==> src/rtl/cpu_types_pkg.sv <==
`default_nettype none
// ============================================================================
//  Module   : cpu_types_pkg
//  Purpose  : Shared CPU types and constants for the fetch pipeline.
//  Revision : 1.0 - initial release
// ============================================================================
package cpu_types_pkg;

   typedef logic [31:0] word_t;

   typedef enum logic [1:0] {
      BOOT   = 2'b00,
      FETCH  = 2'b01,
      HALTED = 2'b10
   } fetch_state_t;

   localparam logic [5:0] c_HALT_OPCODE = 6'b111111;
   localparam logic [1:0] c_PCSRC_JR    = 2'b11;
   localparam word_t      c_PC_STEP     = 32'd4;

   function automatic logic is_halt(input logic [5:0] opcode);
      return (opcode == c_HALT_OPCODE);
   endfunction

endpackage
`default_nettype wire

==> src/rtl/ifid_latch.sv <==
`default_nettype none
// ============================================================================
//  Module   : ifid_latch
//  Purpose  : IF/ID pipeline register with hold, bubble and load controls.
//  Revision : 1.0 - initial release
// ============================================================================
module ifid_latch
   import cpu_types_pkg::*;
(
   input  logic  clk,
   input  logic  rst,
   input  logic  hold,
   input  logic  bubble,
   input  logic  load,
   input  word_t instr_in,
   input  word_t npc_in,
   output word_t instr_out,
   output word_t npc_out,
   output logic  valid_out
);

   word_t r_instr;
   word_t r_npc;
   logic  r_valid;

   // hold outranks bubble, bubble outranks load
   always_ff @(posedge clk) begin
      if (rst) begin
         r_instr <= '0;
         r_npc   <= '0;
         r_valid <= 1'b0;
      end else if (hold) begin
         r_instr <= r_instr;
         r_npc   <= r_npc;
         r_valid <= r_valid;
      end else if (bubble) begin
         r_instr <= '0;
         r_npc   <= '0;
         r_valid <= 1'b0;
      end else if (load) begin
         r_instr <= instr_in;
         r_npc   <= npc_in;
         r_valid <= 1'b1;
      end
   end

   assign instr_out = r_instr;
   assign npc_out   = r_npc;
   assign valid_out = r_valid;

endmodule
`default_nettype wire

==> src/rtl/fetch_stage.sv <==
`default_nettype none
// ============================================================================
//  Module   : fetch_stage
//  Purpose  : Instruction fetch: PC register, boot/fetch/halt FSM, IF/ID latch.
//  Revision : 1.0 - initial release
// ============================================================================
module fetch_stage
   import cpu_types_pkg::*;
#(
   parameter word_t PC_INIT = 32'h0000_0000
)
(
   input  logic       CLK,
   input  logic       RST,
   input  logic       ihit,
   input  word_t      imemload,
   output logic       imemREN,
   output word_t      imemaddr,
   input  logic       mem_stall,
   input  logic       lw_nop,
   input  logic       jmp_flush,
   input  logic       brch_flush,
   input  logic [1:0] idex_pcsrc_out,
   input  word_t      brch_target,
   input  word_t      jmp_target,
   input  word_t      jr_target,
   output word_t      ifid_instr_out,
   output word_t      ifid_npc_out,
   output logic       ifid_valid_out
);

   fetch_state_t r_state;
   fetch_state_t w_state_nxt;
   word_t        r_pc;
   word_t        w_pc_nxt;
   word_t        w_pc_plus4;
   word_t        w_target;
   logic         w_flush;
   logic         w_halt_word;
   logic         w_ifid_bubble;
   logic         w_ifid_load;

   assign w_flush     = brch_flush | jmp_flush;
   assign w_pc_plus4  = r_pc + c_PC_STEP;
   assign w_halt_word = is_halt(imemload[31:26]);

   always_comb begin
      w_target = jmp_target;
      if (brch_flush)
         w_target = brch_target;
      else if (idex_pcsrc_out == c_PCSRC_JR)
         w_target = jr_target;
   end

   always_comb begin
      w_state_nxt   = r_state;
      w_pc_nxt      = r_pc;
      w_ifid_bubble = 1'b0;
      w_ifid_load   = 1'b0;
      if (mem_stall) begin
         w_state_nxt = r_state;
      end else if (r_state == BOOT) begin
         w_state_nxt = FETCH;
      end else if (w_flush) begin
         w_pc_nxt      = w_target;
         w_ifid_bubble = 1'b1;
         w_state_nxt   = FETCH;
      end else if (r_state == FETCH) begin
         if (lw_nop) begin
            // word is discarded and refetched once the load-use stall clears
            w_pc_nxt = r_pc;
         end else if (ihit) begin
            w_ifid_load = 1'b1;
            if (w_halt_word)
               w_state_nxt = HALTED;
            else
               w_pc_nxt = w_pc_plus4;
         end else begin
            w_ifid_bubble = 1'b1;
         end
      end else if (r_state != HALTED) begin
         w_state_nxt = BOOT;
      end
   end

   always_ff @(posedge CLK) begin
      if (RST) begin
         r_state <= BOOT;
         r_pc    <= PC_INIT;
      end else begin
         r_state <= w_state_nxt;
         r_pc    <= w_pc_nxt;
      end
   end

   assign imemREN  = (r_state == FETCH);
   assign imemaddr = r_pc;

   ifid_latch u_ifid_latch (
      .clk       (CLK),
      .rst       (RST),
      .hold      (mem_stall),
      .bubble    (w_ifid_bubble),
      .load      (w_ifid_load),
      .instr_in  (imemload),
      .npc_in    (w_pc_plus4),
      .instr_out (ifid_instr_out),
      .npc_out   (ifid_npc_out),
      .valid_out (ifid_valid_out)
   );

endmodule
`default_nettype wire

==> config.mk <==
export PLATFORM = sky130hd
export DESIGN_NAME = fetch_stage
export DESIGN_NICKNAME = d
export VERILOG_FILES = /design/src/rtl/cpu_types_pkg.sv /design/src/rtl/ifid_latch.sv /design/src/rtl/fetch_stage.sv
export SDC_FILE = /design/constraint.sdc
export NUM_CORES = 1
export LEC_CHECK = 0
export ABC_AREA = 1
export BUFFER_PORTS_ARGS = -buffer_cell sky130_fd_sc_hd__buf_4
export CORE_UTILIZATION = 25
export CTS_CLUSTER_SIZE = 20
export DETAILED_ROUTE_END_ITERATION = 7
export PLACE_DENSITY = 0.51
export SLEW_MARGIN = 20
export SYNTH_ARGS = -nofsm -noshare
export SYNTH_HDL_FRONTEND = slang
export SYNTH_SLANG_ARGS = --single-unit
==> constraint.sdc <==
create_clock -name CLK -period 1.7 [get_ports CLK]
set_input_delay 0.34 -clock CLK [delete_from_list [all_inputs] [get_ports CLK]]
set_output_delay 0.34 -clock CLK [all_outputs]
set_load 0.005 [all_outputs]
==> out/summary.txt, run 1 <==
run status - completed
grt ovf - 0
CP peak stage delay - 0.35 ns
starting density of the core - 0.257
leakage power - 0.00354 uW
async set-reset flop share out of synthesis - 0
post-route ant nets - 0
CP Class - flip-flop to flip-flop
Iteration-0 DRC Markers - 409
Max Root-Sink Buffers - 2
maxcap violations - 0
Max H-tree Level - 3
Final min period - 1.63 ns
Boundary Pins - 235
cts hold-fix bufs - 0
global-route usage over all layers - 0.194
Syn Area/Cell - 6.32 sq um
Crit path arrival time - 1.87 ns
Final Cell Area - 8110 sq um
Row Count - 52
Pre-antenna DRT Iters - 5
routed vias - 6129
largest net degree at the start of global routing - 73
Post-synth EDFFs - 0
CTS Sinks - 99
Multi-input gate area - 2930 sq um
ANT cells - 0
placed cell areas - 7660 sq um
worst slew pin tran - 0.452 ns
vias in the first global route - 5739
Clock Tree Root - clkbuf_16
first-pass GRT wire length - 32400 um
Cells after Synth - 830
Seq/Total Area, Yosys - 0.378
DRC - 0
P per Cell Area - 700 nW/um^2
crit path max fanout - 20
Hold Vio Cnt, Final - 0
commonest cells after routing, fill and taps aside - 291 x nand2_1, 287 x buf_4, 100 x a21oi_1, 92 x dfxtp_1
Buf/Inv on CP - 2
routed vias/inst - 4.49
DP Cell Count - 1347
WL final - 20900 um
GPL Wtd Cong - 0.849
reg-to-reg slack, setup - 0.07 ns
Max Fclk - 613 MHz
CTS tree - built
Final Worst Setup Slack - 0.0687 ns
WL met3 - 1380 um
# setup viols final - 0
CP Capture Type - flip-flop
commonest non-fill, non-tap cell in the layout - nand2_1
FF+latch area - 1990 sq um
Fillers - 2274
Die Wd - 147 um
Worst IR Drop VDD - 427 uV
Worst Setup Start Kind - flip-flop
Synth Flop Type - dfxtp_1
layout cell share with drive strength beyond 1 - 0.318
Total Nets Final - 1232
Clock Skew - 0.00904 ns
#FFs+latches synth - 99
core box area - 20400 sq um
Critical-path top delay cell - dfxtp_2
port buffer count - 234
area delta synth->final - 54.5%
met2 wire len - 8920 um
crit path cell chain - or2_1, nand2_1, nor2_2, a21boi_4, buf_4, clkbuf_16, o21ai_0, nor2_1
post-route insts no fill - 1366
number of buffers created by CTS - 9
Mapped Area - 5250 sq um
Die Area - 21600 sq um
Setup WS pre-CTS - -0.0989 ns
met1 WL - 10400 um
Detailed Place HPWL - 16000 um
type of the worst min-delay path - input port to flip-flop
clock latency on the worst-skew pair - 0.35 ns
post-synth net total - 968
Max-slew headroom - 0.696
Top Family by Delay on Critical Path - simple AND/OR/NAND/NOR gates
Max Transition Viols Final - 0
Syn. warnings - 0
RSZ-0062 raised after global routing - true
Clk pin slew, worst setup/hold paths - 0.07 ns
Chip Height - 147 um
Yosys cell types - 36
Final Cycle Share - 0.960
routed length per instance - 15.3 um
initial antenna violation count - 0
WP data required - 1.94 ns
Top Metal Used - met4
-- synth_stat cells (2+ instances only) --
| master | n | area share |
|---|---|---|
| a21boi_0 | 2 | 0.0029 |
| a21oi_1 | 100 | 0.095 |
| buf_1 | 3 | 0.0021 |
| buf_2 | 10 | 0.0095 |
| buf_4 | 8 | 0.011 |
| clkbuf_1 | 21 | 0.015 |
| dfxtp_1 | 99 | 0.38 |
| inv_1 | 48 | 0.034 |
| inv_2 | 4 | 0.0029 |
| nand2_1 | 296 | 0.21 |
| nand3_1 | 61 | 0.058 |
| nor2_1 | 71 | 0.051 |
| nor2_4 | 2 | 0.0043 |
| nor3_1 | 4 | 0.0038 |
| o211ai_1 | 8 | 0.011 |
| o21ai_0 | 50 | 0.048 |
| o21ai_1 | 11 | 0.010 |
| o21bai_1 | 5 | 0.0072 |
| or2_2 | 3 | 0.0036 |
| xnor2_1 | 5 | 0.0083 |
| xor2_1 | 4 | 0.0067 |
-- worst reg2reg max path, delay by kind of cell, from the launching register on --
family,cells,cell delay (ns)
AO/OA/AOI/OAI,2,0.30
flip-flops,1,0.35
buffers and inverters,2,0.33
AND/OR/NAND/NOR,4,0.55
-- final cells by class --
type | instances | share of cell area
multi-input combinational | 635 | 0.361
timing repair buffer | 297 | 0.290
sequential | 99 | 0.246
tap | 270 | 0.0417
clock buffer | 10 | 0.0295
inverter | 52 | 0.0244
clock inverter | 3 | 0.00802
-- where the power goes --
part / switching [uW] / total [uW] / internal [uW]
Clock: 871 / 2170 / 1300
Combinational: 523 / 1050 / 527
Sequential: 69.6 / 2450 / 2380
Total: 1460 / 5670 / 4210
-- through the flow --
step | hold WS [ns] | TNS, ns | total power (uW) | util
2_1_floorplan | 0.455 | 0 | 2900 | -
6_report | 0.235 | 0 | 5670 | 0.397
3_5_place_dp | 0.454 | -0.0989 | 3530 | 0.375
4_1_cts | 0.233 | 0 | 5740 | 0.390
3_3_place_gp | 0.450 | -0.0812 | 3530 | 0.375
5_1_grt | 0.248 | -0.0288 | 5950 | 0.397
-- path summary, 6_finish.rpt --
kind | end | from | depth (start not counted)
setup / recovery | imemaddr[9] | r_state[1] | 8
hold / removal | imemaddr[1] | brch_target[1] | 3
setup reg to reg | imemaddr[9] | r_state[1] | 8
hold reg to reg | u_ifid_latch.instr_out[7] | u_ifid_latch.instr_out[7] | 2
-- logic make-up after synthesis --
family | Yosys count | synth area share
AND/OR/NAND/NOR | 442 | 0.339
AO/OA/AOI/OAI | 183 | 0.187
buffers and inverters | 96 | 0.0784
XOR/XNOR | 9 | 0.0150
adder cells (fa/ha/maj) | 1 | 0.00238
flip-flops | 99 | 0.378
-- state kept, by name, summed over array words and instances, names as in the netlist --
name	flops
r_state	2
u_ifid_latch.instr_out	32
imemaddr	32
u_ifid_latch.valid_out	1
u_ifid_latch.npc_out	32
-- per-layer routing --
| metal | vias to the layer above | global-route usage |
|---|---|---|
| li1 | 3214 | - |
| met1 | 2692 | 0.281 |
| met2 | 210 | 0.289 |
| met3 | 13 | 0.0379 |
| met4 | 0 | 0.0573 |
| met5 | - | 0 |
-- timing repair --
item / CTS / global route
buffers inserted: 0 / 5
setup endpoints to repair: 0 / 85
gates resized for setup: 0 / 33
Power figures use the tool's default switching activity.
==> run 2, diff against run 1 <==
--- a/config.mk
+++ b/config.mk
@@ -8,6 +8,7 @@
 export ABC_AREA = 1
 export BUFFER_PORTS_ARGS = -buffer_cell sky130_fd_sc_hd__buf_4
 export CORE_UTILIZATION = 25
+export CTS_BUF_LIST = sky130_fd_sc_hd__clkbuf_8
 export CTS_CLUSTER_SIZE = 20
 export DETAILED_ROUTE_END_ITERATION = 7
 export PLACE_DENSITY = 0.51
==> out/summary.txt, run 2 (synthesis results as in run 1) <==
CTS tree - built
P per Cell Area - 646 nW/um^2
routed vias - 6132
Max Root-Sink Buffers - 2
first-pass GRT wire length - 32300 um
Die Area - 21600 sq um
Worst Setup Start Kind - flip-flop
clock latency on the worst-skew pair - 0.37 ns
Setup TNS Final - 0 ns
Max Fclk - 607 MHz
Die Wd - 147 um
post-route ant nets - 0
Detailed Place HPWL - 16000 um
DP Cell Count - 1347
Final Power - 5150 uW
Clock Tree Root - clkbuf_8
hold path start - brch_target[1]
CP Class - flip-flop to flip-flop
run status - completed
core box area - 20400 sq um
CP startpoint - r_state[1]
RR Startpoint - r_state[1]
commonest non-fill, non-tap cell in the layout - nand2_1
grt ovf - 0
Setup WS pre-CTS - -0.0989 ns
worst slew pin tran - 0.459 ns
initial antenna violation count - 0
routed vias/inst - 4.50
area delta synth->final - 52.1%
Boundary Pins - 235
Pre-antenna DRT Iters - 4
Max H-tree Level - 3
ANT cells - 0
layout cell share with drive strength beyond 1 - 0.315
Max-slew headroom - 0.691
Final Cycle Share - 0.969
CP Capture Type - flip-flop
number of buffers created by CTS - 9
cts hold-fix bufs - 0
starting density of the core - 0.257
type of the worst min-delay path - input port to flip-flop
RSZ-0062 raised after global routing - true
Final Worst Setup Slack - 0.0525 ns
WP data required - 1.97 ns
leakage power - 0.00347 uW
crit path max fanout - 20
Row Count - 52
Max Transition Viols Final - 0
DRC - 0
Chip Height - 147 um
Iteration-0 DRC Markers - 423
# setup viols final - 0
Clk pin slew, worst setup/hold paths - 0.09 ns
maxcap violations - 0
worst hold margin - 0.207 ns
WL final - 20900 um
Worst IR Drop VDD - 277 uV
Total Nets Final - 1230
commonest cells after routing, fill and taps aside - 291 x nand2_1, 285 x buf_4, 100 x a21oi_1, 92 x dfxtp_1
largest net degree at the start of global routing - 73
Hold Vio Cnt, Final - 0
port buffer count - 234
GPL Wtd Cong - 0.849
CTS Sinks - 99
routed length per instance - 15.3 um
post-route insts no fill - 1364
Final min period - 1.65 ns
Crit path arrival time - 1.91 ns
Clock Skew - 0.0126 ns
global-route usage over all layers - 0.194
vias in the first global route - 5737
run 2: what timing repair did:
action / in CTS / in global routing
resized for setup: 0 / 29
setup buffers: 0 / 3
endpoints found under the setup margin: 0 / 85
run 2: per-stage QoR:
step / cell area, sq um / utilization
3_3_place_gp: 7660 / 0.375
5_1_grt: 7980 / 0.391
2_1_floorplan: 5250 / -
6_report: 7980 / 0.391
4_1_cts: 7860 / 0.385
3_5_place_dp: 7660 / 0.375
run 2: area by class of cell:
| cell class | instances | area [sq um] |
|---|---|---|
| fill | 2294 | 12500 |
| multi-input combinational | 635 | 2910 |
| timing repair buffer | 295 | 2340 |
| sequential | 99 | 1990 |
| tap | 270 | 338 |
| inverter | 52 | 198 |
| clock buffer | 10 | 138 |
| clock inverter | 3 | 65.1 |
run 2: critical path, stage by stage, from the launching register on:
cell and delay, ns:
dfxtp_2 0.36, or2_1 0.27, nand2_1 0.16, nor2_2 0.06, a21boi_4 0.14, buf_4 0.15
clkbuf_16 0.18, o21ai_0 0.15, nor2_1 0.06
run 2: path summary, 6_finish.rpt:
check                                                 end  cells past startpoint  slack (ns)
worst max-delay path                          imemaddr[9]                      8        0.05
worst min-delay path                          imemaddr[1]                      3        0.21
worst max register to register                imemaddr[9]                      8        0.05
worst min register to register  u_ifid_latch.instr_out[7]                      2        0.46
run 2: report_power, final:
part	switching [uW]	internal, uW	total [uW]
clock	813	844	1660
sequential	69.4	2380	2450
combinational	523	525	1050
run 2: metal layers:
metal | part of all wire | wire length (um) | global-route usage | up-vias
met1 | 0.49 | 10200 | 0.280 | 2685
met4 | 0.012 | 246 | 0.0536 | 0
met3 | 0.075 | 1580 | 0.0370 | 14
met2 | 0.43 | 8870 | 0.290 | 224
li1 | - | - | - | 3209
met5 | 0 | 0 | 0 | -
